### config.mk
export PLATFORM = sky130hd
export DESIGN_NAME = par8_frame_rx
export DESIGN_NICKNAME = d
export VERILOG_FILES = /design/src/rtl/par8_rx_pkg.sv /design/src/rtl/par8_xor.sv /design/src/rtl/par8_frame_rx.sv
export SDC_FILE = /design/constraint.sdc
export NUM_CORES = 1
export LEC_CHECK = 0
export ABC_AREA = 0
export BUFFER_PORTS_ARGS = -buffer_cell sky130_fd_sc_hd__buf_2
export CAP_MARGIN = 20
export CORE_ASPECT_RATIO = 1.25
export CORE_MARGIN = 5
export CORE_UTILIZATION = 56
export DETAILED_ROUTE_END_ITERATION = 8
export GPL_TIMING_DRIVEN = 0
export MAX_ROUTING_LAYER = met4
export PLACE_DENSITY_LB_ADDON = 0.12
export SETUP_SLACK_MARGIN = 0.3
export SLEW_MARGIN = 0
export SYNTH_ARGS = -nofsm -noshare
export SYNTH_HDL_FRONTEND = slang
export SYNTH_SLANG_ARGS = --single-unit
### constraint.sdc
create_clock -name clk -period 2.6 [get_ports clk]
set_input_delay 0.39 -clock clk [delete_from_list [all_inputs] [get_ports clk]]
set_output_delay 0.39 -clock clk [all_outputs]
set_load 0.1 [all_outputs]
### src/rtl/par8_rx_pkg.sv
// Shared definitions for the 8-bit even-parity serial frame receiver.
package par8_rx_pkg;

  typedef enum logic [2:0] {
    ST_IDLE      = 3'd0,
    ST_START     = 3'd1,
    ST_DATA      = 3'd2,
    ST_PARITY    = 3'd3,
    ST_STOP      = 3'd4,
    ST_WAIT_HIGH = 3'd5
  } rx_state_e;

  localparam int         DATA_BITS = 8;
  localparam logic [7:0] ERR_MAX   = 8'hFF;

endpackage

### src/rtl/par8_xor.sv
// 8-input XOR reduction; the same function used by the downstream parity stage.
module par8_xor
  import par8_rx_pkg::*;
(
  input  logic [DATA_BITS-1:0] din,
  output logic                 dout
);

  assign dout = ^din;

endmodule

### src/rtl/par8_frame_rx.sv
// Deserialises start + 8 data (LSB first) + even parity + stop frames into bytes,
// flagging parity/framing errors and keeping a saturating error count.
module par8_frame_rx
  import par8_rx_pkg::*;
#(
  parameter int CLKS_PER_BIT = 4
) (
  input  logic       clk,
  input  logic       rst,
  input  logic       rxd,
  output logic [7:0] data,
  output logic       valid,
  output logic       parity_err,
  output logic       frame_err,
  output logic [7:0] err_count
);

  localparam int CW = (CLKS_PER_BIT > 1) ? $clog2(CLKS_PER_BIT) : 1;
  // Counter counts down to zero, so loads are one less than the wait length.
  localparam logic [CW-1:0] H_LOAD = CW'(CLKS_PER_BIT / 2 - 1);
  localparam logic [CW-1:0] N_LOAD = CW'(CLKS_PER_BIT - 1);

  rx_state_e                state_q, state_d;
  logic [CW-1:0]            cnt_q, cnt_d;
  logic [2:0]               bit_q, bit_d;
  logic [DATA_BITS-1:0]     sr_q, sr_d;
  logic                     par_q, par_d;
  logic [7:0]               data_q, data_d;
  logic                     valid_q, valid_d;
  logic                     perr_q, perr_d;
  logic                     ferr_q, ferr_d;
  logic [7:0]               err_q, err_d;

  logic tick;
  logic sr_par;
  logic perr_now;
  logic ferr_now;

  par8_xor u_xor (
    .din  (sr_q),
    .dout (sr_par)
  );

  assign tick     = (cnt_q == '0);
  assign perr_now = par_q ^ sr_par;
  assign ferr_now = ~rxd;

  always_comb begin
    state_d = state_q;
    cnt_d   = tick ? cnt_q : cnt_q - CW'(1);
    bit_d   = bit_q;
    sr_d    = sr_q;
    par_d   = par_q;
    data_d  = data_q;
    valid_d = 1'b0;
    perr_d  = perr_q;
    ferr_d  = ferr_q;
    err_d   = err_q;
    case (state_q)
      ST_IDLE: begin
        if (!rxd) begin
          state_d = ST_START;
          cnt_d   = H_LOAD;
          bit_d   = 3'd0;
        end
      end
      ST_START: begin
        if (tick) begin
          if (!rxd) begin
            state_d = ST_DATA;
            cnt_d   = N_LOAD;
          end else begin
            state_d = ST_IDLE;
          end
        end
      end
      ST_DATA: begin
        if (tick) begin
          sr_d  = {rxd, sr_q[DATA_BITS-1:1]};
          cnt_d = N_LOAD;
          bit_d = bit_q + 3'd1;
          if (bit_q == 3'd7) state_d = ST_PARITY;
        end
      end
      ST_PARITY: begin
        if (tick) begin
          par_d   = rxd;
          cnt_d   = N_LOAD;
          state_d = ST_STOP;
        end
      end
      ST_STOP: begin
        if (tick) begin
          data_d  = sr_q;
          perr_d  = perr_now;
          ferr_d  = ferr_now;
          valid_d = 1'b1;
          if ((perr_now | ferr_now) && (err_q != ERR_MAX)) err_d = err_q + 8'd1;
          // A low stop bit may be a break; wait for the line to recover first.
          state_d = rxd ? ST_IDLE : ST_WAIT_HIGH;
        end
      end
      ST_WAIT_HIGH: begin
        if (rxd) state_d = ST_IDLE;
      end
      default: state_d = ST_IDLE;
    endcase
  end

  always_ff @(posedge clk) begin
    if (rst) begin
      state_q <= ST_IDLE;
      cnt_q   <= '0;
      bit_q   <= '0;
      sr_q    <= '0;
      par_q   <= 1'b0;
      data_q  <= '0;
      valid_q <= 1'b0;
      perr_q  <= 1'b0;
      ferr_q  <= 1'b0;
      err_q   <= '0;
    end else begin
      state_q <= state_d;
      cnt_q   <= cnt_d;
      bit_q   <= bit_d;
      sr_q    <= sr_d;
      par_q   <= par_d;
      data_q  <= data_d;
      valid_q <= valid_d;
      perr_q  <= perr_d;
      ferr_q  <= ferr_d;
      err_q   <= err_d;
    end
  end

  assign data       = data_q;
  assign valid      = valid_q;
  assign parity_err = perr_q;
  assign frame_err  = ferr_q;
  assign err_count  = err_q;

endmodule

==> impl_results.md <==
* Max-Cap Viols at 0
* Tcrit/Tclk final at 0.809
* Die Span Y at 71.0 um
* DR DRC count at 0
* Yosys top cell area share at 0.433
* Cells after DPL at 256
* Via count at 1427
* P_int at 0.680 mW
* RSZ-0062 raised after global routing: false
* Initial DRC Count at 46
* Seq pwr share at 0.618
* Final WL at 3280 um
* Worst-Skew Late Latency at 0.34 ns
* Cell Area, Placed at 1820 um2
* CTS tree: yes
* Total GRT Usage at 0.176
* Row count at 22
* Cells after Synth at 199
* Net Switching at 0.229 mW
* YS warnings at 0
* Synth area leader: dfxtp_1
* CTS max path bufs at 2
* Post-synth EDFFs at 0
* Min Tclk post-route at 2.10 ns
* Initial core utilization at 0.576
* Clock power share at 0.302
* CP arrival at 2.34 ns
* Status: finished clean
* CORE AREA at 2890 um2
* Initial antenna violation count at 0
* Hpwl dp at 2400 um
* Fraction of layout cells with a size suffix above 1 at 0.140
* Filler cell count in the final layout at 275
* Worst slew margin at 0.654
* # IOs at 22
* Mean Syn Cell Area at 8.37 um2
* Die area at 4170 um2
* Worst IR Drop VDD at 0.000376 V
* Layout Cells excl Fill at 264
* Largest net degree at the start of global routing at 11
* Mapped Area at 1670 um2
* Post-CTS sizing at 0
* CTS root buf: clkbuf_4
* Switching power share of the total at 0.252
* Setup violations, final at 0
* Via-per-instance ratio at 5.41
* Cts bufs inserted at 5
* Total congestion overflow at 0
* Reg clk slew, reported paths at 0.10 ns
* Design area at 1870 um2
* Antenna diodes at 0
* Setup_tns at 0 ns
* FF+latch count, synth at 36
* Worst hold path type: in2reg
* Global-route wire length before repair at 5540 um
* Sink Count at 36
* RD Place Congestion at 0.852
* Vias in the first global route at 1329
* Pleak at 0.752 nW
* Post-CTS Setup Inserts at 0
* CP Data Required Time at 2.84 ns
* Clock Skew at 0.00973 ns
* Fmax at 0.476 GHz
* Syn Nets at 208
* Fraction of registers with async set/reset at 0
* WL/cell at 12.4 um
* Slew @ Worst Pin at 0.516 ns
* Fin. Hold Viols at 0
* Primary FF master, synth: dfxtp_1
* Pwr/cell area at 486 nW/um2
* CP Launch Type: flip-flop
* IO Port Bufs at 21
* Synth unique cells at 36
* Antenna viol nets, final at 0
* Power share of the combinational group at 0.079
* Die Width at 58.8 um
* Max-slew violations at 0
* Max Fanout on Critical Path at 9
* Area growth syn-to-layout at 12.2%
* Hold_buf cts at 0
* Area contributors post-synth: dfxtp_1, nand2_1, a21oi_1
* Multi-input gate area at 900 um2
* Nets at 237
* Register area at 723 um2
* Sequential share of the synthesized area at 0.433
* Crit path capture type: flip-flop
* H-tree levels at 2
* Drt pass-1 iters at 4
* Crit Path Class: reg2reg
cell usage after synthesis (all sizes together) (3+ instances only):
cell type	number
a21oi	25
ha	6
nor2	20
nand2	39
nand2b	5
mux2i	3
nand3	6
dfxtp	36
nor3	5
o21ai	7
mux2	5
nor2b	6
clkbuf	9
worst max-delay path, cell delays in order, from the launching register on:
cell and delay [ns]:
dfxtp_1 0.40, xor2_1 0.19, xnor3_2 0.50, mux2i_4 0.24, nor4_1 0.31, mux2_1 0.35
cell type report:
cell class,count,area share
plain buffers,10,0.0201
clock buffers,6,0.0221
clock inverters,1,0.00268
inverters,2,0.00402
multi-input cells,151,0.481
flip-flops and latches,36,0.387
well taps,36,0.0241
repair buffers,22,0.0589
through the flow:
step	util	power, mW	hold slack [ns]	worst slack (ns)
floorplan	-	0.628	0.452	0.473
global placement	0.629	0.642	0.439	0.434
detailed placement	0.629	0.645	0.443	0.376
CTS	0.645	0.920	0.407	0.347
global route	0.647	0.955	0.410	0.435
finish	0.647	0.909	0.416	0.497
sequential cells by signal (all words and copies together), names as in the netlist:
| name | flops |
|---|---|
| data | 8 |
| err_count | 8 |
| sr_q | 8 |
| bit_q | 3 |
| state_q | 3 |
| cnt_q | 2 |
| frame_err | 1 |
| par_q | 1 |
| parity_err | 1 |
| valid | 1 |
power by group through the flow:
stage	clock network (mW)	logic (mW)	registers, mW
2_1_floorplan	0	0.0529	0.575
3_3_place_gp	0	0.0682	0.574
3_5_place_dp	0	0.0709	0.575
4_1_cts	0.287	0.0713	0.562
5_1_grt	0.312	0.0808	0.563
6_report	0.275	0.0719	0.562
cell families (layout without fill, tap and decap cells):
| logic type | Yosys count | count (layout) | share of synthesized area |
|---|---|---|---|
| AO/OA/AOI/OAI | 39 | 39 | 0.129 |
| XOR/XNOR | 6 | 6 | 0.0488 |
| adder cells (fa/ha/maj) | 6 | 6 | 0.0451 |
| buffers and inverters | 12 | 41 | 0.0270 |
| flip-flops | 36 | 36 | 0.433 |
| multiplexers | 8 | 8 | 0.0594 |
| AND/OR/NAND/NOR | 92 | 92 | 0.258 |
cell usage in the layout, fill, tap and decap left out, types with 2 or more instances in the layout:
cell,count
dfxtp_1,34
clkbuf_1,10
mux2i_1,2
clkbuf_4,5
a22oi_1,2
buf_2,22
nor2b_1,6
nand2b_1,5
ha_1,6
nand3_1,6
nand2_1,39
o21ai_0,6
inv_1,2
mux2_1,5
nor3_1,5
nand4b_1,2
xor2_1,2
nor2_1,20
a21oi_1,25
dfxtp_2,2
xnor2_1,2
or3_1,2
path summary, 6_finish.rpt:
path	startpoint	to	slack (ns)	cells past startpoint
setup reg to reg	sr_q[2]	err_count[5]	0.50	5
hold reg to reg	data[0]	data[0]	0.46	2
setup / recovery	sr_q[2]	err_count[5]	0.50	5
hold / removal	rst	err_count[4]	0.42	3
layer usage:
layer / global-route usage / share of wire
met1: 0.186 / 0.45
met2: 0.289 / 0.49
met3: 0.0511 / 0.047
met4: 0.0982 / 0.021
met5: - / 0
No activity file was read; power rests on OpenSTA's default activity.
